## src/rtl/tank_pkg.sv

```systemverilog
// Shared types and constants for the tank move scheduler and its collision checker.
package tank_pkg;

  typedef enum logic [2:0] {
    UP    = 3'd0,
    DOWN  = 3'd1,
    LEFT  = 3'd2,
    RIGHT = 3'd3,
    STAND = 3'd4
  } dir_e;

  localparam logic [1:0] GS_PLAY    = 2'b01;
  localparam logic [1:0] GS_RESTART = 2'b10;

  typedef enum logic [2:0] {
    StWait,
    StChkA,
    StIssueA,
    StSettle,
    StChkB,
    StIssueB
  } sched_state_e;

endpackage

```

## src/rtl/tank_move_sched_if.sv

```systemverilog
// Bundle between game/joystick logic (master) and the move scheduler (slave).
interface tank_move_sched_if;
  logic [1:0] game_state;
  logic [2:0] dir_req0;
  logic [2:0] dir_req1;
  logic [5:0] pos_x0;
  logic [5:0] pos_y0;
  logic [5:0] pos_x1;
  logic [5:0] pos_y1;
  logic [1:0] take_valid;
  logic [2:0] dir_cmd0;
  logic [2:0] dir_cmd1;
  logic [1:0] blocked;
  logic       frame_tick;

  modport master (
    output game_state, dir_req0, dir_req1, pos_x0, pos_y0, pos_x1, pos_y1,
    input  take_valid, dir_cmd0, dir_cmd1, blocked, frame_tick
  );

  modport slave (
    input  game_state, dir_req0, dir_req1, pos_x0, pos_y0, pos_x1, pos_y1,
    output take_valid, dir_cmd0, dir_cmd1, blocked, frame_tick
  );
endinterface

```

## src/rtl/tank_collide_chk.sv

```systemverilog
// Combinational check: would a one-cell step leave the field or overlap the other tank?
module tank_collide_chk
  import tank_pkg::*;
#(
  parameter int unsigned FIELD_MAX = 39,
  parameter int unsigned TANK_HALF = 1
) (
  input  logic [2:0] req_i,
  input  logic [5:0] own_x_i,
  input  logic [5:0] own_y_i,
  input  logic [5:0] oth_x_i,
  input  logic [5:0] oth_y_i,
  output logic       blocked_o
);

  int  tx, ty, dx, dy;
  logic moves, oob;

  always_comb begin
    tx    = int'(own_x_i);
    ty    = int'(own_y_i);
    moves = 1'b1;
    case (req_i)
      UP:      ty = ty - 1;
      DOWN:    ty = ty + 1;
      LEFT:    tx = tx - 1;
      RIGHT:   tx = tx + 1;
      default: moves = 1'b0;
    endcase
    // Signed arithmetic keeps a step off the zero edge negative instead of wrapping.
    oob = (tx < int'(TANK_HALF)) || (tx > int'(FIELD_MAX) - int'(TANK_HALF)) ||
          (ty < int'(TANK_HALF)) || (ty > int'(FIELD_MAX) - int'(TANK_HALF));
    dx  = tx - int'(oth_x_i);
    dy  = ty - int'(oth_y_i);
    if (dx < 0) dx = -dx;
    if (dy < 0) dy = -dy;
    blocked_o = moves && (oob || ((dx <= 2 * int'(TANK_HALF)) && (dy <= 2 * int'(TANK_HALF))));
  end

endmodule

```

## src/rtl/tank_move_sched.sv

```systemverilog
// Frame-tick generator and round-robin scheduler issuing one direction command per tank
// per frame, replacing blocked moves with STAND.
module tank_move_sched
  import tank_pkg::*;
#(
  parameter int unsigned TICK_DIV  = 833_333,
  parameter int unsigned FIELD_MAX = 39,
  parameter int unsigned TANK_HALF = 1
) (
  input logic              clk,
  input logic              rst_n,
  tank_move_sched_if.slave bus
);

  localparam int unsigned CntW = $clog2(TICK_DIV);

  logic [CntW-1:0]  tick_cnt_q, tick_cnt_d;
  sched_state_e     state_q, state_d;
  logic             first_q, first_d;
  logic [1:0]       take_valid_q, take_valid_d;
  logic [1:0]       blocked_q, blocked_d;
  logic [1:0][2:0]  dir_cmd_q, dir_cmd_d;

  logic       frame_tick, play;
  logic       cur, cur_blk;
  logic [2:0] cur_req;
  logic [5:0] own_x, own_y, oth_x, oth_y;

  assign frame_tick = (tick_cnt_q == CntW'(TICK_DIV - 1));
  assign play       = (bus.game_state == GS_PLAY);

  // A single checker is shared: it looks at tank B only while in CHK_B.
  always_comb begin
    cur     = (state_q == StChkB) ? ~first_q : first_q;
    cur_req = cur ? bus.dir_req1 : bus.dir_req0;
    own_x   = cur ? bus.pos_x1 : bus.pos_x0;
    own_y   = cur ? bus.pos_y1 : bus.pos_y0;
    oth_x   = cur ? bus.pos_x0 : bus.pos_x1;
    oth_y   = cur ? bus.pos_y0 : bus.pos_y1;
  end

  tank_collide_chk #(
    .FIELD_MAX (FIELD_MAX),
    .TANK_HALF (TANK_HALF)
  ) u_collide_chk (
    .req_i     (cur_req),
    .own_x_i   (own_x),
    .own_y_i   (own_y),
    .oth_x_i   (oth_x),
    .oth_y_i   (oth_y),
    .blocked_o (cur_blk)
  );

  always_comb begin
    tick_cnt_d   = frame_tick ? '0 : tick_cnt_q + 1'b1;
    state_d      = state_q;
    first_d      = first_q;
    take_valid_d = 2'b00;
    blocked_d    = blocked_q;
    dir_cmd_d    = dir_cmd_q;

    unique case (state_q)
      StWait: if (frame_tick && play) state_d = StChkA;
      // Outputs are loaded here so they appear together with the pulse in ISSUE.
      StChkA, StChkB: begin
        take_valid_d[cur] = 1'b1;
        blocked_d[cur]    = cur_blk;
        dir_cmd_d[cur]    = (cur_blk || (cur_req > STAND)) ? STAND : cur_req;
        state_d           = (state_q == StChkA) ? StIssueA : StIssueB;
      end
      StIssueA: state_d = play ? StSettle : StWait;
      StSettle: state_d = play ? StChkB : StWait;
      StIssueB: begin
        first_d = ~first_q;
        state_d = StWait;
      end
      default: state_d = StWait;
    endcase

    if (bus.game_state == GS_RESTART) begin
      blocked_d    = 2'b00;
      dir_cmd_d[0] = STAND;
      dir_cmd_d[1] = STAND;
    end
  end

  always_ff @(posedge clk or negedge rst_n) begin
    if (!rst_n) begin
      tick_cnt_q   <= '0;
      state_q      <= StWait;
      first_q      <= 1'b0;
      take_valid_q <= 2'b00;
      blocked_q    <= 2'b00;
      dir_cmd_q[0] <= STAND;
      dir_cmd_q[1] <= STAND;
    end else begin
      tick_cnt_q   <= tick_cnt_d;
      state_q      <= state_d;
      first_q      <= first_d;
      take_valid_q <= take_valid_d;
      blocked_q    <= blocked_d;
      dir_cmd_q    <= dir_cmd_d;
    end
  end

  assign bus.take_valid = take_valid_q;
  assign bus.blocked    = blocked_q;
  assign bus.dir_cmd0   = dir_cmd_q[0];
  assign bus.dir_cmd1   = dir_cmd_q[1];
  assign bus.frame_tick = frame_tick;

endmodule

```

## src/flat_wrapper.sv

```systemverilog
// flat-port wrapper written by rule: the top's interface ports become plain ports
module tank_move_sched_flat import tank_pkg::*;
#(
  parameter int unsigned TICK_DIV  = 833_333,
  parameter int unsigned FIELD_MAX = 39,
  parameter int unsigned TANK_HALF = 1
)
  (clk, rst_n, bus_game_state, bus_dir_req0, bus_dir_req1, bus_pos_x0, bus_pos_y0, bus_pos_x1, bus_pos_y1, bus_take_valid, bus_dir_cmd0, bus_dir_cmd1, bus_blocked, bus_frame_tick);
  tank_move_sched_if bus_i ();
  input logic clk;
  input logic rst_n;
  input wire logic [$bits(bus_i.game_state)-1:0] bus_game_state;
  input wire logic [$bits(bus_i.dir_req0)-1:0] bus_dir_req0;
  input wire logic [$bits(bus_i.dir_req1)-1:0] bus_dir_req1;
  input wire logic [$bits(bus_i.pos_x0)-1:0] bus_pos_x0;
  input wire logic [$bits(bus_i.pos_y0)-1:0] bus_pos_y0;
  input wire logic [$bits(bus_i.pos_x1)-1:0] bus_pos_x1;
  input wire logic [$bits(bus_i.pos_y1)-1:0] bus_pos_y1;
  output wire logic [$bits(bus_i.take_valid)-1:0] bus_take_valid;
  output wire logic [$bits(bus_i.dir_cmd0)-1:0] bus_dir_cmd0;
  output wire logic [$bits(bus_i.dir_cmd1)-1:0] bus_dir_cmd1;
  output wire logic [$bits(bus_i.blocked)-1:0] bus_blocked;
  output wire logic [$bits(bus_i.frame_tick)-1:0] bus_frame_tick;
  assign bus_i.game_state = bus_game_state;
  assign bus_i.dir_req0 = bus_dir_req0;
  assign bus_i.dir_req1 = bus_dir_req1;
  assign bus_i.pos_x0 = bus_pos_x0;
  assign bus_i.pos_y0 = bus_pos_y0;
  assign bus_i.pos_x1 = bus_pos_x1;
  assign bus_i.pos_y1 = bus_pos_y1;
  assign bus_take_valid = bus_i.take_valid;
  assign bus_dir_cmd0 = bus_i.dir_cmd0;
  assign bus_dir_cmd1 = bus_i.dir_cmd1;
  assign bus_blocked = bus_i.blocked;
  assign bus_frame_tick = bus_i.frame_tick;
  tank_move_sched #(.TICK_DIV(TICK_DIV), .FIELD_MAX(FIELD_MAX), .TANK_HALF(TANK_HALF)) u_core (.clk(clk), .rst_n(rst_n), .bus(bus_i));
endmodule
```

## config.mk

```make
export PLATFORM = sky130hd
export DESIGN_NAME = tank_move_sched_flat
export DESIGN_NICKNAME = d
export VERILOG_FILES = /design/src/rtl/tank_pkg.sv /design/src/rtl/tank_move_sched_if.sv /design/src/rtl/tank_collide_chk.sv /design/src/rtl/tank_move_sched.sv /design/src/flat_wrapper.sv
export SDC_FILE = /design/constraint.sdc
export NUM_CORES = 1
export LEC_CHECK = 0
export ABC_AREA = 1
export ABC_CLOCK_PERIOD_IN_PS = 6400
export CAP_MARGIN = 10
export CELL_PAD_IN_SITES_DETAIL_PLACEMENT = 1
export CELL_PAD_IN_SITES_GLOBAL_PLACEMENT = 2
export CORE_MARGIN = 5
export CORE_UTILIZATION = 33
export CTS_BUF_LIST = sky130_fd_sc_hd__clkbuf_16
export DETAILED_ROUTE_END_ITERATION = 16
export HOLD_SLACK_MARGIN = 0.02
export PLACE_DENSITY_LB_ADDON = 0.1
export SLEW_MARGIN = 20
export SYNTH_ARGS = -nofsm -noshare
export SYNTH_HDL_FRONTEND = slang
export SYNTH_SLANG_ARGS = --single-unit
```

## constraint.sdc

```tcl
create_clock -name clk -period 6.4 [get_ports clk]
set_input_delay 1.28 -clock clk [delete_from_list [all_inputs] [get_ports clk]]
set_output_delay 1.28 -clock clk [all_outputs]
set_load 0.005 [all_outputs]
```

Yosys cells after proc, flatten, opt, wreduce, memory -nomap -nowiden
Cells that the tools add are included.
{"block": "word_totals", "reg_bits": 34, "n_memories": 0, "mem_bits_rw": 0, "word_cells": 83, "latch_bits": 0, "romBits": 0}
{"block": "op_classes", "n_mux": 29, "n_div": 0, "magnitude_cmp": 11, "addsub": 9, "n_bitwise": 1, "n_mul": 0, "reduce_logical": 14, "eq_ne": 12, "shift": 0}
{"cell": "$pmux 32 s2", "n": 2}
{"cell": "$gt 32x7->1 const B", "n": 2}
{"cell": "$le 32x3->1 const B", "n": 2}
{"cell": "$lt 32x1->1 const B", "n": 2}
{"cell": "$lt 32x2->1 const B", "n": 2}
{"cell": "$mux 32", "n": 2}
{"cell": "$neg 32->32", "n": 2}
{"cell": "$sub 32x7->32", "n": 2}
{"cell": "$mux 6", "n": 6}
{"cell": "$add 20x1->20 const B", "n": 1}
{"cell": "$eq 20x20->1 const B", "n": 1}
{"cell": "$mux 20", "n": 1}
{"cell": "$mux 3", "n": 6}
{"cell": "$add 6x1->7 const B", "n": 2}
{"cell": "$sub 6x1->7 const B", "n": 2}
{"cell": "$eq 3x2->1 const B", "n": 4}
{"cell": "$pmux 3 s4", "n": 1}
{"cell": "$mux 2", "n": 4}
{"cell": "$bwmux 6", "n": 1}
{"cell": "$eq 3x1->1 const B", "n": 2}
{"cell": "$eq 3x3->1 const B", "n": 2}
{"cell": "$logic_not 3->1", "n": 2}
{"cell": "$logic_or 1x1->1", "n": 5}
{"cell": "$logic_and 1x1->1", "n": 4}
{"cell": "other kinds (14)", "n": 16}

Depth between registers and ports, before layout
Gate-level depths: netlist of the first run.
{"block": "logic_depth", "word_depth": 17, "ltp_mapped": 45, "mapped_depth_nobuf": 44}

Hierarchy
A second synthesis of the first run with hierarchy kept.
{"block": "unflattened", "cells_unflattened": 1022, "area_unflattened_um2": 5928.2}
{"module": "tank_collide_chk", "cells_per_inst": 718, "n_inst": 1, "area_per_inst_um2": 3802.4}
{"module": "tank_move_sched", "cells_per_inst": 304, "n_inst": 1, "area_per_inst_um2": 2125.8}

Least setup slack after synthesis of the first run
Ideal clock, no wire load.
{"block": "synth_path", "kind": "input to register", "start": "input bus_pos_y0[0]", "end": "register u_core.blocked_q[0], in the netlist u_core.bus.blocked[0]", "setup_time_ns": 0.065, "path_slack_ns": 0.607, "arrival_ns": 5.728, "required_ns": 6.335, "stages": 30, "path_cell_list": "or2_2 -> o21a_1 -> ha_1 -> xnor2_1 -> a221o_1 -> inv_1 -> ha_1 -> a21oi_1 -> or2_2 -> nand3_1 -> a21oi_1 -> nand3_1 -> ha_1 -> nor3_1 -> nand2_1 -> nor2_2 -> nand3_4 -> nand2_2 -> nand2_1 -> nand2_1 -> nand2_1 -> clkinv_1 -> nand2_1 -> nor2_1 -> nand3_1 -> nand2_2 -> nand2_4 -> nand2_2 -> nand3_1 -> nand2_1"}
{"block": "synth_between", "elab_chain_len": 13, "elab_cells_between_ends": 20, "classes_between": "add/sub: 4; order compare: 4; mux: 7; reduce/logical: 5"}
{"item": "from (decl)", "line_no": "flat_wrapper.sv:16", "text": "input wire logic [$bits(bus_i.pos_y0)-1:0] bus_pos_y0;"}
{"item": "$mux 6", "line_no": "tank_move_sched.sv:37", "text": "own_y = cur ? bus.pos_y1 : bus.pos_y0;"}
{"item": "$add 6x1->7 / $sub 6x1->7 (equally long branches)", "line_no": "tank_collide_chk.sv:25, tank_collide_chk.sv:24"}
{"item": "$pmux 32 s2", "line_no": "tank_collide_chk.sv:23", "text": "case (req_i)"}
{"item": "$sub 32x7->32", "line_no": "tank_collide_chk.sv:34", "text": "dy = ty - int'(oth_y_i);"}
{"item": "$neg 32->32 / $lt 32x1->1 (equally long branches)", "line_no": "tank_collide_chk.sv:36", "text": "if (dy < 0) dy = -dy;"}
{"item": "$mux 32", "line_no": "tank_collide_chk.sv:36"}
{"item": "$le 32x3->1", "line_no": "tank_collide_chk.sv:37", "text": "blocked_o = moves && (oob || ((dx <= 2 * int'(TANK_HALF)) && (dy <= 2 * int'(TANK_HALF))));"}
{"item": "$logic_and 1x1->1", "line_no": "tank_collide_chk.sv:37"}
{"item": "$logic_or 1x1->1 (*)", "line_no": "tank_collide_chk.sv:37"}
{"item": "$logic_and 1x1->1 (*)", "line_no": "tank_collide_chk.sv:37"}
{"item": "$bwmux 2 (*)", "line_no": "tank_move_sched.sv:67", "text": "blocked_d[cur] = cur_blk;"}
{"item": "$mux 2 (*)", "line_no": "tank_move_sched.sv:62", "text": "unique case (state_q)"}
{"item": "$mux 2 (*)", "line_no": "tank_move_sched.sv:80", "text": "if (bus.game_state == GS_RESTART) begin"}
{"item": "to (signal assigned)", "line_no": "tank_move_sched.sv:101", "text": "blocked_q <= blocked_d;"}
{"item": "to (decl)", "line_no": "tank_move_sched.sv:21", "text": "logic [1:0] blocked_q, blocked_d;"}
Mark *: on every way between the ends. The rest lies on a longest branch, timed or not. The select of a mux whose other input is x is not followed.
A chain may end at the register's enable or synchronous reset.

Worst setup path in the final report of the first run
{"block": "layout_path", "start": "input bus_pos_y0[0]", "end": "register u_core.blocked_q[1], in the netlist u_core.bus.blocked[1]"}
The elaborated chain is that of the path after synthesis.

==> run_summary.xml, run 1 <==
<?xml version="1.0" encoding="UTF-8"?>
<metrics>
  <group name="status">
    <metric name="outcome" unit="">finished clean</metric>
  </group>
  <group name="route">
    <metric name="drt-total-wl" unit="mm">18.7</metric>
    <metric name="avgViaCountPerCell" unit="">4.99</metric>
    <metric name="detail_route.iter0.violations" unit="">302</metric>
    <metric name="vias" unit="">6307</metric>
    <metric name="drc" unit="">0</metric>
    <metric name="first_pass_detailed_route_iteration_total" unit="">4</metric>
    <metric name="final_antenna_net_count" unit="">0</metric>
    <metric name="post_drt_wl_per_cell" unit="um">14.8</metric>
  </group>
  <group name="final_layout">
    <metric name="design.final.nets" unit="">1114</metric>
    <metric name="flow.area_growth_from_synthesis" unit="%">26.9</metric>
    <metric name="instances_no_fill" unit="">1264</metric>
    <metric name="layout_commonest_cell" unit="">sky130_fd_sc_hd__nand2_1</metric>
    <metric name="drive_above_1_share" unit="">0.195</metric>
    <metric name="most-common-layout-cells" unit="">235 x sky130_fd_sc_hd__nand2_1, 119 x sky130_fd_sc_hd__inv_1, 99 x sky130_fd_sc_hd__nor2_1</metric>
    <metric name="insertedDiodeCount" unit="">0</metric>
    <metric name="post-route-cell-area" unit="um2">7300</metric>
  </group>
  <group name="place">
    <metric name="place.detailed.instances" unit="">1250</metric>
    <metric name="detailed_place_hpwl" unit="mm">15.7</metric>
    <metric name="placed_area" unit="um2">6860</metric>
    <metric name="portBuffers" unit="">44</metric>
    <metric name="gp_congestion" unit="">0.867</metric>
  </group>
  <group name="power">
    <metric name="max-vdd-ir-drop" unit="mV">0.144</metric>
    <metric name="cellInternalPower" unit="mW">0.675</metric>
    <metric name="power_frac_clock" unit="">0.235</metric>
    <metric name="powerDensity" unit="nW/um2">158</metric>
    <metric name="power.static_leakage" unit="nW">3.70</metric>
    <metric name="share_comb_of_total_power" unit="">0.579</metric>
    <metric name="power.switching_fraction" unit="">0.417</metric>
    <metric name="share_of_power_burned_in_registers" unit="">0.186</metric>
    <metric name="netSwitchingPower" unit="mW">0.482</metric>
    <metric name="power.total" unit="mW">1.16</metric>
  </group>
  <group name="synth">
    <metric name="synth-seq-cells" unit="">34</metric>
    <metric name="post_synth_and_or_nand_nor_area_fraction" unit="">0.507</metric>
    <metric name="netlist-cell-type-count" unit="">54</metric>
    <metric name="synth_compound_area_frac" unit="">0.0943</metric>
    <metric name="yosys.area_share.adder" unit="">0.0939</metric>
    <metric name="syn_inst" unit="">931</metric>
    <metric name="synth.avg_cell_area" unit="um2">6.18</metric>
    <metric name="netlist_area" unit="um2">5760</metric>
    <metric name="synth_fp_nets" unit="">1007</metric>
    <metric name="synth_top_family_by_area" unit="">simple AND/OR/NAND/NOR gates</metric>
    <metric name="async_reset_ff_frac" unit="">1.00</metric>
    <metric name="synth-warning-count" unit="">0</metric>
    <metric name="synth_ff_type" unit="">sky130_fd_sc_hd__dfrtp_1</metric>
    <metric name="synth.area.mux_share" unit="">0.0104</metric>
    <metric name="edff_count_synth" unit="">0</metric>
    <metric name="synth_area_in_xor_xnor" unit="">0.0411</metric>
    <metric name="synth.yosys.seq_area_share" unit="">0.148</metric>
  </group>
  <group name="worst_setup_path">
    <metric name="cp_common_cell" unit="">sky130_fd_sc_hd__nand3_1</metric>
    <metric name="cp.arrival" unit="ps">6240</metric>
    <metric name="timing.critical_path.required" unit="ps">6610</metric>
    <metric name="kind_of_start_point_of_the_critical_path" unit="">input pin</metric>
    <metric name="end_kind" unit="">flip-flop</metric>
    <metric name="cpMaxStageDelayCell" unit="">sky130_fd_sc_hd__clkdlybuf4s50_1</metric>
    <metric name="worst_path_largest_cell_delay" unit="ps">420</metric>
    <metric name="critPathKind" unit="">input pin to flip-flop</metric>
    <metric name="worstPathMaxFanout" unit="">7</metric>
  </group>
  <group name="sta">
    <metric name="drv_slew" unit="">0</metric>
    <metric name="final_min_period_over_clock_period" unit="">0.941</metric>
    <metric name="final-setup-viol-count" unit="">0</metric>
    <metric name="finalHoldWorstSlack" unit="ps">462</metric>
    <metric name="max_clock_freq" unit="GHz">0.166</metric>
    <metric name="worst-slew-pin-transition" unit="ps">647</metric>
    <metric name="final-hold-violation-count" unit="">0</metric>
    <metric name="max-slew-margin-rel" unit="">0.568</metric>
    <metric name="fin_tns_setup" unit="ps">0</metric>
    <metric name="final.min_clock_period" unit="ps">6020</metric>
    <metric name="finalClockSkew" unit="ps">1.95</metric>
  </group>
  <group name="run">
    <metric name="max_cap_viol_count" unit="">0</metric>
  </group>
  <group name="global_route">
    <metric name="via_count_of_the_first_global_routing_pass" unit="">6561</metric>
    <metric name="pin_count_of_the_biggest_net_entering_global_routing" unit="">35</metric>
    <metric name="wire_length_of_the_first_global_routing_pass" unit="mm">31.8</metric>
    <metric name="grt_antenna_before_repair" unit="">0</metric>
    <metric name="grt-ovfl-total" unit="">0</metric>
    <metric name="grt_usage" unit="">0.187</metric>
  </group>
  <group name="cts">
    <metric name="cts_root_buffer" unit="">sky130_fd_sc_hd__clkbuf_16</metric>
    <metric name="insertion_delay" unit="ps">270</metric>
    <metric name="clock_path_buffers" unit="">2</metric>
    <metric name="cts.htree.levels" unit="">2</metric>
    <metric name="cts-buffers-inserted" unit="">5</metric>
    <metric name="clkTransAtPathRegs" unit="ps">50</metric>
    <metric name="tritoncts" unit="">yes</metric>
    <metric name="cts.sink_count" unit="">34</metric>
  </group>
  <group name="floorplanning">
    <metric name="fp.dieArea" unit="um2">20200</metric>
    <metric name="floorplan.die.height" unit="um">142</metric>
    <metric name="core-area" unit="um2">17200</metric>
    <metric name="rows" unit="">48</metric>
    <metric name="ios" unit="">45</metric>
    <metric name="initial_utilization" unit="">0.334</metric>
    <metric name="die_w" unit="um">142</metric>
  </group>
  <group name="worst_hold_path">
    <metric name="hp-class" unit="">flip-flop to flip-flop</metric>
  </group>
</metrics>
-- through the flow --
| stage | setup WS [ps] | utilization |
|---|---|---|
| finish | 379 | 0.424 |
| global route | -38.8 | 0.424 |
| CTS | 83.5 | 0.408 |
| detailed placement | -170 | 0.398 |
| global placement | -103 | 0.398 |
| floorplan | 607 | - |
-- critical path, delay by kind of cell --
family | cells | cell delay, ps
and+or+nand+nor | 24 | 2720
adders and majority gates | 3 | 800
buffers and inverters | 5 | 790
AOI/OAI and AO/OA | 3 | 480
xor gates and xnor gates | 1 | 150
-- power groups by stage --
stage | logic, mW | registers (mW) | clock network, mW
floorplan | 0.415 | 0.219 | 0
global placement | 0.625 | 0.219 | 0
detailed placement | 0.627 | 0.219 | 0
CTS | 0.630 | 0.215 | 0.278
global route | 0.757 | 0.215 | 0.289
finish | 0.670 | 0.215 | 0.272
-- worst paths after layout --
path	startpoint	end	slack, ps	cells after the start
setup / recovery	bus_pos_y0[0]	u_core.bus.blocked[1]$_DFFE_PN0P_	380	36
hold / removal	u_core.tick_cnt_q[0]$_DFF_PN0_	u_core.tick_cnt_q[0]$_DFF_PN0_	460	1
setup reg to reg	u_core.state_q[0]$_DFFE_PN0P_	u_core.bus.blocked[1]$_DFFE_PN0P_	650	39
hold reg to reg	u_core.tick_cnt_q[0]$_DFF_PN0_	u_core.tick_cnt_q[0]$_DFF_PN0_	460	1
max in group asynchronous	rst_n	u_core.bus.dir_cmd1[2]$_DFFE_PN1P_	4640	2
min in group asynchronous	rst_n	u_core.bus.take_valid[0]$_DFF_PN0_	1420	2
-- timing repair --
action | CTS | global route
resized for setup | 0 | 50
setup buffers | 0 | 6
hold buffers | 0 | 0
setup endpoints to repair | 0 | 8
-- flip-flops by register name (all words and copies together) (netlist names) --
| signal | cells |
|---|---|
| u_core.bus.blocked | 2 |
| u_core.bus.dir_cmd1 | 3 |
| u_core.state_q | 3 |
| u_core.bus.dir_cmd0 | 3 |
| u_core.tick_cnt_q | 20 |
| u_core.first_q | 1 |
| u_core.bus.take_valid | 2 |
-- layout make-up --
cell class | count | area [um2]
inverters | 133 | 503
flip-flops and latches | 34 | 853
fillers | 2275 | 9930
clock inverters | 3 | 40.0
well taps | 225 | 282
clock buffers | 5 | 125
repair buffers | 115 | 977
multi-input cells | 749 | 4520
-- cells by family (layout without fill, tap and decap cells) --
| family | after synthesis | in the layout |
|---|---|---|
| simple gates | 582 | 582 |
| buf+inv | 148 | 256 |
| compound gates | 92 | 92 |
| fa+ha+maj | 42 | 42 |
| flops | 34 | 34 |
| xor+xnor | 27 | 27 |
| mux | 6 | 6 |
-- synthesized netlist by cell type (4+ instances only) --
cell                         n  area share
sky130_fd_sc_hd__nor2_4      6       0.012
sky130_fd_sc_hd__nand2_2    22       0.024
sky130_fd_sc_hd__nor4_1      4      0.0043
sky130_fd_sc_hd__xor2_1     20       0.030
sky130_fd_sc_hd__nand3_4     7       0.021
sky130_fd_sc_hd__o21ai_1     6      0.0052
sky130_fd_sc_hd__nand2_4    10       0.020
sky130_fd_sc_hd__a21oi_1    32       0.028
sky130_fd_sc_hd__nand3_2    11       0.019
sky130_fd_sc_hd__nor3_1     21       0.018
sky130_fd_sc_hd__ha_1       40       0.087
sky130_fd_sc_hd__dfrtp_1    32        0.14
sky130_fd_sc_hd__nor2_2      5      0.0054
sky130_fd_sc_hd__o21ai_0    28       0.024
sky130_fd_sc_hd__xnor2_1     7       0.011
sky130_fd_sc_hd__nand4_1    24       0.026
sky130_fd_sc_hd__clkbuf_1    7      0.0046
sky130_fd_sc_hd__a31oi_1     4      0.0043
sky130_fd_sc_hd__nand4_2     5       0.011
sky130_fd_sc_hd__nand3b_1   13       0.017
sky130_fd_sc_hd__nand2_1   235        0.15
sky130_fd_sc_hd__nand3_1    99       0.086
sky130_fd_sc_hd__or2_2       4      0.0043
sky130_fd_sc_hd__mux2i_1     6       0.010
sky130_fd_sc_hd__inv_2      11      0.0072
sky130_fd_sc_hd__nor2_1    106       0.069
sky130_fd_sc_hd__buf_6       4      0.0078
sky130_fd_sc_hd__inv_1     120       0.078
-- routing by layer --
metal	up-vias	track usage	routed length, um
met5	-	0	0
met4	0	0.0273	166
met3	12	0.0118	236
met2	54	0.351	9770
met1	2975	0.241	8550
li1	3266	-	-
Power figures use the tool's default switching activity.
==> run 2, diff against run 1 <==
Settings changed: CORE_MARGIN 5 to 8.
==> run_summary.xml, run 2 (synthesis results as in run 1) <==
<?xml version="1.0" encoding="UTF-8"?>
<metrics>
  <group name="final_layout">
    <metric name="instances_no_fill" unit="">1267</metric>
    <metric name="regArea" unit="um2">853</metric>
    <metric name="max_flop_register" unit="">u_core.tick_cnt_q</metric>
    <metric name="multi_input_logic_area" unit="um2">4520</metric>
    <metric name="flow.area_growth_from_synthesis" unit="%">27.5</metric>
    <metric name="most-common-layout-cells" unit="">235 x sky130_fd_sc_hd__nand2_1, 120 x sky130_fd_sc_hd__inv_1, 96 x sky130_fd_sc_hd__nor2_1</metric>
    <metric name="layout.core_utilization" unit="">0.427</metric>
    <metric name="drive_above_1_share" unit="">0.200</metric>
    <metric name="design.final.nets" unit="">1117</metric>
    <metric name="filler_cell_count" unit="">2280</metric>
    <metric name="layout_commonest_cell" unit="">sky130_fd_sc_hd__nand2_1</metric>
    <metric name="largest_register_ff_count" unit="">20</metric>
    <metric name="insertedDiodeCount" unit="">0</metric>
  </group>
  <group name="place">
    <metric name="place.detailed.instances" unit="">1255</metric>
    <metric name="portBuffers" unit="">44</metric>
    <metric name="detailed_place_hpwl" unit="mm">15.5</metric>
    <metric name="gp_congestion" unit="">0.832</metric>
  </group>
  <group name="worst_setup_path">
    <metric name="timing.critical_path.required" unit="ps">6610</metric>
    <metric name="startpoint" unit="">bus_pos_y0[1]</metric>
    <metric name="kind_of_start_point_of_the_critical_path" unit="">input pin</metric>
    <metric name="worstPathMaxFanout" unit="">7</metric>
    <metric name="regToRegStartpoint" unit="">u_core.state_q[0]$_DFFE_PN0P_</metric>
    <metric name="worst_reg_to_reg_cells" unit="">38</metric>
    <metric name="worst_path_largest_cell_delay" unit="ps">460</metric>
    <metric name="reg2reg_to" unit="">u_core.bus.blocked[1]$_DFFE_PN0P_</metric>
    <metric name="cpMaxStageDelayCell" unit="">sky130_fd_sc_hd__clkdlybuf4s50_1</metric>
    <metric name="end_kind" unit="">flip-flop</metric>
    <metric name="cp.arrival" unit="ps">6250</metric>
    <metric name="critPathKind" unit="">input pin to flip-flop</metric>
    <metric name="critPathCapture" unit="">u_core.bus.blocked[1]$_DFFE_PN0P_</metric>
    <metric name="cp_common_cell" unit="">sky130_fd_sc_hd__nand2_1</metric>
    <metric name="reg2reg_setup_slack" unit="ps">660</metric>
  </group>
  <group name="global_route">
    <metric name="grt_usage" unit="">0.167</metric>
    <metric name="wire_length_of_the_first_global_routing_pass" unit="mm">30.7</metric>
    <metric name="via_count_of_the_first_global_routing_pass" unit="">6401</metric>
    <metric name="grt_antenna_before_repair" unit="">0</metric>
    <metric name="pin_count_of_the_biggest_net_entering_global_routing" unit="">35</metric>
    <metric name="grt-ovfl-total" unit="">0</metric>
  </group>
  <group name="worst_hold_path">
    <metric name="hp-class" unit="">flip-flop to flip-flop</metric>
  </group>
  <group name="floorplanning">
    <metric name="core-area" unit="um2">17200</metric>
    <metric name="die_w" unit="um">148</metric>
    <metric name="rows" unit="">48</metric>
    <metric name="initial_utilization" unit="">0.335</metric>
    <metric name="ios" unit="">45</metric>
    <metric name="fp.dieArea" unit="um2">21900</metric>
    <metric name="floorplan.die.height" unit="um">148</metric>
  </group>
  <group name="route">
    <metric name="routed-wl-met3" unit="um">265</metric>
    <metric name="first_pass_detailed_route_iteration_total" unit="">4</metric>
    <metric name="avgViaCountPerCell" unit="">4.92</metric>
    <metric name="final_antenna_net_count" unit="">0</metric>
    <metric name="vias" unit="">6232</metric>
    <metric name="wl_met1" unit="mm">8.64</metric>
    <metric name="drc" unit="">0</metric>
    <metric name="top_layer_used" unit="">met4</metric>
    <metric name="detail_route.iter0.violations" unit="">164</metric>
    <metric name="drt-total-wl" unit="mm">18.5</metric>
    <metric name="met2_length" unit="mm">9.46</metric>
    <metric name="post_drt_wl_per_cell" unit="um">14.6</metric>
  </group>
  <group name="sta">
    <metric name="fin_tns_setup" unit="ps">0</metric>
    <metric name="final-setup-viol-count" unit="">0</metric>
    <metric name="final.min_clock_period" unit="ps">6040</metric>
    <metric name="max-slew-margin-rel" unit="">0.573</metric>
    <metric name="finalHoldWorstSlack" unit="ps">471</metric>
    <metric name="drv_slew" unit="">0</metric>
    <metric name="final_min_period_over_clock_period" unit="">0.943</metric>
    <metric name="max_clock_freq" unit="GHz">0.166</metric>
    <metric name="finalClockSkew" unit="ps">6.22</metric>
    <metric name="final-hold-violation-count" unit="">0</metric>
    <metric name="worst-slew-pin-transition" unit="ps">639</metric>
  </group>
  <group name="run">
    <metric name="max_cap_viol_count" unit="">0</metric>
  </group>
  <group name="cts">
    <metric name="clock_path_buffers" unit="">2</metric>
    <metric name="clkTransAtPathRegs" unit="ps">60</metric>
    <metric name="insertion_delay" unit="ps">280</metric>
    <metric name="cts.htree.levels" unit="">2</metric>
    <metric name="cts.sink_count" unit="">34</metric>
    <metric name="cts-buffers-inserted" unit="">5</metric>
    <metric name="tritoncts" unit="">yes</metric>
    <metric name="cts_hold_buffers" unit="">0</metric>
    <metric name="cts_root_buffer" unit="">sky130_fd_sc_hd__clkbuf_16</metric>
  </group>
  <group name="power">
    <metric name="power.total" unit="mW">1.20</metric>
    <metric name="cellInternalPower" unit="mW">0.716</metric>
    <metric name="power_frac_clock" unit="">0.264</metric>
    <metric name="share_of_power_burned_in_registers" unit="">0.180</metric>
    <metric name="netSwitchingPower" unit="mW">0.481</metric>
    <metric name="powerDensity" unit="nW/um2">163</metric>
    <metric name="power.switching_fraction" unit="">0.402</metric>
    <metric name="power.static_leakage" unit="nW">3.73</metric>
    <metric name="max-vdd-ir-drop" unit="mV">0.107</metric>
    <metric name="share_comb_of_total_power" unit="">0.557</metric>
  </group>
  <group name="status">
    <metric name="outcome" unit="">finished clean</metric>
  </group>
</metrics>
-- run 2: changes by cell type in the layout (fill, tap and decap cells not counted), moves of 2 or more --
cell | before | now
sky130_fd_sc_hd__buf_4 | 70 | 74
sky130_fd_sc_hd__nor2_2 | 9 | 13
sky130_fd_sc_hd__nand3_2 | 13 | 16
sky130_fd_sc_hd__nor2_1 | 99 | 96
sky130_fd_sc_hd__a21oi_1 | 27 | 29
sky130_fd_sc_hd__clkinv_1 | 1 | 3
sky130_fd_sc_hd__clkinv_2 | 2 | 0
sky130_fd_sc_hd__ha_2 | 3 | 1
sky130_fd_sc_hd__nand3_1 | 96 | 94
sky130_fd_sc_hd__nor3_2 | 1 | 3
-- run 2: critical path: cells and delay by family --
kind | cells | cell delay, ps
simple gates | 20 | 2200
buf+inv | 6 | 1040
compound gates | 4 | 830
fa+ha+maj | 3 | 760
xor+xnor | 1 | 130
-- run 2: routing by layer --
metal	up-vias	track usage
met5	-	0
met4	0	0.0219
li1	3273	-
met1	2914	0.205
met3	8	0.0152
met2	37	0.315
-- run 2: how the worst min path moves through the flow --
stage | cells past startpoint | end | startpoint
final | 1 | u_core.tick_cnt_q[0]$_DFF_PN0_ | u_core.tick_cnt_q[0]$_DFF_PN0_
after floorplan | 1 | u_core.tick_cnt_q[0]$_DFF_PN0_ | u_core.tick_cnt_q[0]$_DFF_PN0_
after global routing | 1 | u_core.tick_cnt_q[0]$_DFF_PN0_ | u_core.tick_cnt_q[0]$_DFF_PN0_
after detailed placement | 1 | u_core.tick_cnt_q[0]$_DFF_PN0_ | u_core.tick_cnt_q[0]$_DFF_PN0_
after CTS | 1 | u_core.tick_cnt_q[0]$_DFF_PN0_ | u_core.tick_cnt_q[0]$_DFF_PN0_
after global placement | 1 | u_core.tick_cnt_q[0]$_DFF_PN0_ | u_core.tick_cnt_q[0]$_DFF_PN0_
-- run 2: cell type report --
cell class                 instances  area share
clock buffer                       5      0.0170
clock inverter                     3     0.00869
inverter                         133      0.0680
multi-input combinational        749       0.616
sequential                        34       0.116
tap                              225      0.0384
timing repair buffer             118       0.136
-- run 2: metrics by stage --
stage	area, um2	setup WS (ps)
after floorplan	5760	607
after global placement	6900	-326
after detailed placement	6900	-355
after CTS	7100	13.5
after global routing	7340	-26.0
final	7340	363
-- run 2: power by group through the flow --
stage / sequential (mW) / combinational [mW] / clock, mW
2_1_floorplan: 0.219 / 0.415 / 0
3_3_place_gp: 0.219 / 0.627 / 0
3_5_place_dp: 0.219 / 0.632 / 0
4_1_cts: 0.215 / 0.636 / 0.321
5_1_grt: 0.215 / 0.753 / 0.327
6_report: 0.215 / 0.666 / 0.316
-- run 2: what timing repair did --
| action | 4_1_cts | 5_1_grt |
|---|---|---|
| endpoints found under the hold margin | 0 | 0 |
| setup endpoints to repair | 8 | 8 |
| pin swaps | 0 | 13 |
| gates resized for setup | 3 | 45 |
| buffers inserted | 0 | 4 |
==> run 3, diff against run 2 <==
Settings changed: SETUP_SLACK_MARGIN set to 0.5.
==> run_summary.xml, run 3 (synthesis results as in run 1) <==
<?xml version="1.0" encoding="UTF-8"?>
<metrics>
  <group name="status">
    <metric name="outcome" unit="">finished clean</metric>
  </group>
  <group name="final_layout">
    <metric name="filler_cell_count" unit="">2200</metric>
    <metric name="layout.core_utilization" unit="">0.487</metric>
    <metric name="largest_register_ff_count" unit="">20</metric>
    <metric name="drive_above_1_share" unit="">0.311</metric>
    <metric name="most-common-layout-cells" unit="">225 x sky130_fd_sc_hd__nand2_1, 115 x sky130_fd_sc_hd__buf_4, 105 x sky130_fd_sc_hd__inv_1</metric>
    <metric name="post-route-cell-area" unit="um2">8360</metric>
    <metric name="design.final.nets" unit="">1163</metric>
    <metric name="max_flop_register" unit="">u_core.tick_cnt_q</metric>
    <metric name="flow.area_growth_from_synthesis" unit="%">45.2</metric>
    <metric name="layout_commonest_cell" unit="">sky130_fd_sc_hd__nand2_1</metric>
    <metric name="insertedDiodeCount" unit="">0</metric>
  </group>
  <group name="sta">
    <metric name="worst-slew-pin-transition" unit="ps">738</metric>
    <metric name="finalHoldWorstSlack" unit="ps">471</metric>
    <metric name="finalClockSkew" unit="ps">6.90</metric>
    <metric name="drv_slew" unit="">0</metric>
    <metric name="final-hold-violation-count" unit="">0</metric>
    <metric name="max_clock_freq" unit="GHz">0.176</metric>
    <metric name="rsz_0062_raised_after_global_routing" unit="">false</metric>
    <metric name="max-slew-margin-rel" unit="">0.507</metric>
    <metric name="final-setup-viol-count" unit="">0</metric>
    <metric name="final_min_period_over_clock_period" unit="">0.887</metric>
    <metric name="final.min_clock_period" unit="ps">5680</metric>
    <metric name="fin_tns_setup" unit="ps">0</metric>
  </group>
  <group name="floorplanning">
    <metric name="die_w" unit="um">148</metric>
    <metric name="initial_utilization" unit="">0.335</metric>
    <metric name="ios" unit="">45</metric>
    <metric name="rows" unit="">48</metric>
    <metric name="floorplan.die.height" unit="um">148</metric>
    <metric name="core-area" unit="um2">17200</metric>
    <metric name="fp.dieArea" unit="um2">21900</metric>
  </group>
  <group name="place">
    <metric name="gp_congestion" unit="">0.832</metric>
    <metric name="placed_area" unit="um2">6900</metric>
    <metric name="portBuffers" unit="">44</metric>
    <metric name="detailed_place_hpwl" unit="mm">15.5</metric>
  </group>
  <group name="worst_setup_path">
    <metric name="crit_family" unit="">simple AND/OR/NAND/NOR gates</metric>
    <metric name="kind_of_start_point_of_the_critical_path" unit="">input pin</metric>
    <metric name="cp_common_cell" unit="">sky130_fd_sc_hd__nand2_1</metric>
    <metric name="end_kind" unit="">flip-flop</metric>
    <metric name="timing.critical_path.required" unit="ps">6610</metric>
    <metric name="worstPathMaxFanout" unit="">7</metric>
    <metric name="critical_path.n_buffers_inverters" unit="">6</metric>
    <metric name="cp.arrival" unit="ps">5890</metric>
    <metric name="cpMaxStageDelayCell" unit="">sky130_fd_sc_hd__clkdlybuf4s50_1</metric>
    <metric name="critPathKind" unit="">input pin to flip-flop</metric>
    <metric name="worst_path_largest_cell_delay" unit="ps">490</metric>
  </group>
  <group name="global_route">
    <metric name="pin_count_of_the_biggest_net_entering_global_routing" unit="">35</metric>
    <metric name="grt_antenna_before_repair" unit="">0</metric>
    <metric name="grt_busiest_layer" unit="">met2</metric>
    <metric name="use_met1" unit="">0.210</metric>
    <metric name="grt-ovfl-total" unit="">0</metric>
    <metric name="wire_length_of_the_first_global_routing_pass" unit="mm">32.0</metric>
    <metric name="grt_use_met2" unit="">0.331</metric>
    <metric name="grt_usage" unit="">0.175</metric>
    <metric name="globalRouteMet3Util" unit="">0.0170</metric>
    <metric name="via_count_of_the_first_global_routing_pass" unit="">6630</metric>
  </group>
  <group name="cts">
    <metric name="cts_hold_buffers" unit="">0</metric>
    <metric name="cts.htree.levels" unit="">2</metric>
    <metric name="cts_root_buffer" unit="">sky130_fd_sc_hd__clkbuf_16</metric>
    <metric name="clock_path_buffers" unit="">2</metric>
    <metric name="clkTransAtPathRegs" unit="ps">60</metric>
    <metric name="cts.sink_count" unit="">34</metric>
    <metric name="tritoncts" unit="">yes</metric>
    <metric name="insertion_delay" unit="ps">280</metric>
    <metric name="cts-buffers-inserted" unit="">5</metric>
  </group>
  <group name="route">
    <metric name="vias" unit="">6575</metric>
    <metric name="first_pass_detailed_route_iteration_total" unit="">4</metric>
    <metric name="final_antenna_net_count" unit="">0</metric>
    <metric name="drt-total-wl" unit="mm">20.7</metric>
    <metric name="drc" unit="">0</metric>
    <metric name="avgViaCountPerCell" unit="">5.01</metric>
    <metric name="post_drt_wl_per_cell" unit="um">15.8</metric>
    <metric name="detail_route.iter0.violations" unit="">192</metric>
  </group>
  <group name="power">
    <metric name="max-vdd-ir-drop" unit="mV">0.107</metric>
    <metric name="powerDensity" unit="nW/um2">157</metric>
    <metric name="power.total" unit="mW">1.32</metric>
    <metric name="power.static_leakage" unit="nW">4.09</metric>
  </group>
  <group name="run">
    <metric name="max_cap_viol_count" unit="">0</metric>
  </group>
  <group name="worst_hold_path">
    <metric name="hp-class" unit="">flip-flop to flip-flop</metric>
  </group>
</metrics>
## run 3: cell count changes in the layout (fill, tap and decap cells not counted), sizes merged
cell	change
buf	+46
clkdlybuf4s50	-14
dlymetal6s2s	+11
clkbuf	+2
clkinvlp	+2
clkinv	-1
dlygate4sd2	+1
inv	-1
## run 3: final timing paths
kind                            cells past startpoint  slack, ps                                 end                            from
max in group asynchronous                           2       4640  u_core.bus.dir_cmd1[2]$_DFFE_PN1P_                           rst_n
worst max register to register                     35        820   u_core.bus.blocked[1]$_DFFE_PN0P_   u_core.state_q[0]$_DFFE_PN0P_
worst min-delay path                                1        470      u_core.tick_cnt_q[0]$_DFF_PN0_  u_core.tick_cnt_q[0]$_DFF_PN0_
min in group asynchronous                           2       1420  u_core.bus.dir_cmd0[1]$_DFFE_PN0P_                           rst_n
worst min register to register                      1        470      u_core.tick_cnt_q[0]$_DFF_PN0_  u_core.tick_cnt_q[0]$_DFF_PN0_
worst max-delay path                               35        720   u_core.bus.blocked[1]$_DFFE_PN0P_                   bus_pos_x1[2]
## run 3: report_power, final
part           internal (mW)  switching [mW]
combinational          0.342           0.444
sequential             0.215               0
clock                  0.222          0.0939
## run 3: cell type report
class | count | area [um2] | area share
sequential | 34 | 855 | 0.102
clock inverter | 3 | 63.8 | 0.00763
inverter | 133 | 519 | 0.0621
multi-input combinational | 749 | 5130 | 0.614
timing repair buffer | 164 | 1380 | 0.165
clock buffer | 5 | 125 | 0.0150
tap | 225 | 282 | 0.0337
## run 3: metrics by stage
step / instances / setup slack, ps
2_1_floorplan: 931 / 607
3_3_place_gp: 1255 / -326
3_5_place_dp: 1255 / -355
4_1_cts: 1283 / 508
5_1_grt: 1313 / 433
6_report: 1313 / 721
## run 3: what timing repair did
item | 4_1_cts | 5_1_grt
pin swaps | 30 | 85
setup endpoints to repair | 8 | 8
buffers inserted | 20 | 30
gates resized for setup | 61 | 145
## run 3: routing by layer
metal	up-vias	share of wire
li1	3361	-
met1	3133	0.43
met2	61	0.54
met3	20	0.018
met4	0	0.012
met5	-	0
## run 3: worst register-to-register path, delay by kind of cell (launching register included)
kind | cells | cell delay (ps)
compound gates | 3 | 690
xor+xnor | 1 | 120
fa+ha+maj | 3 | 660
buf+inv | 5 | 740
flops | 1 | 420
simple gates | 23 | 2880
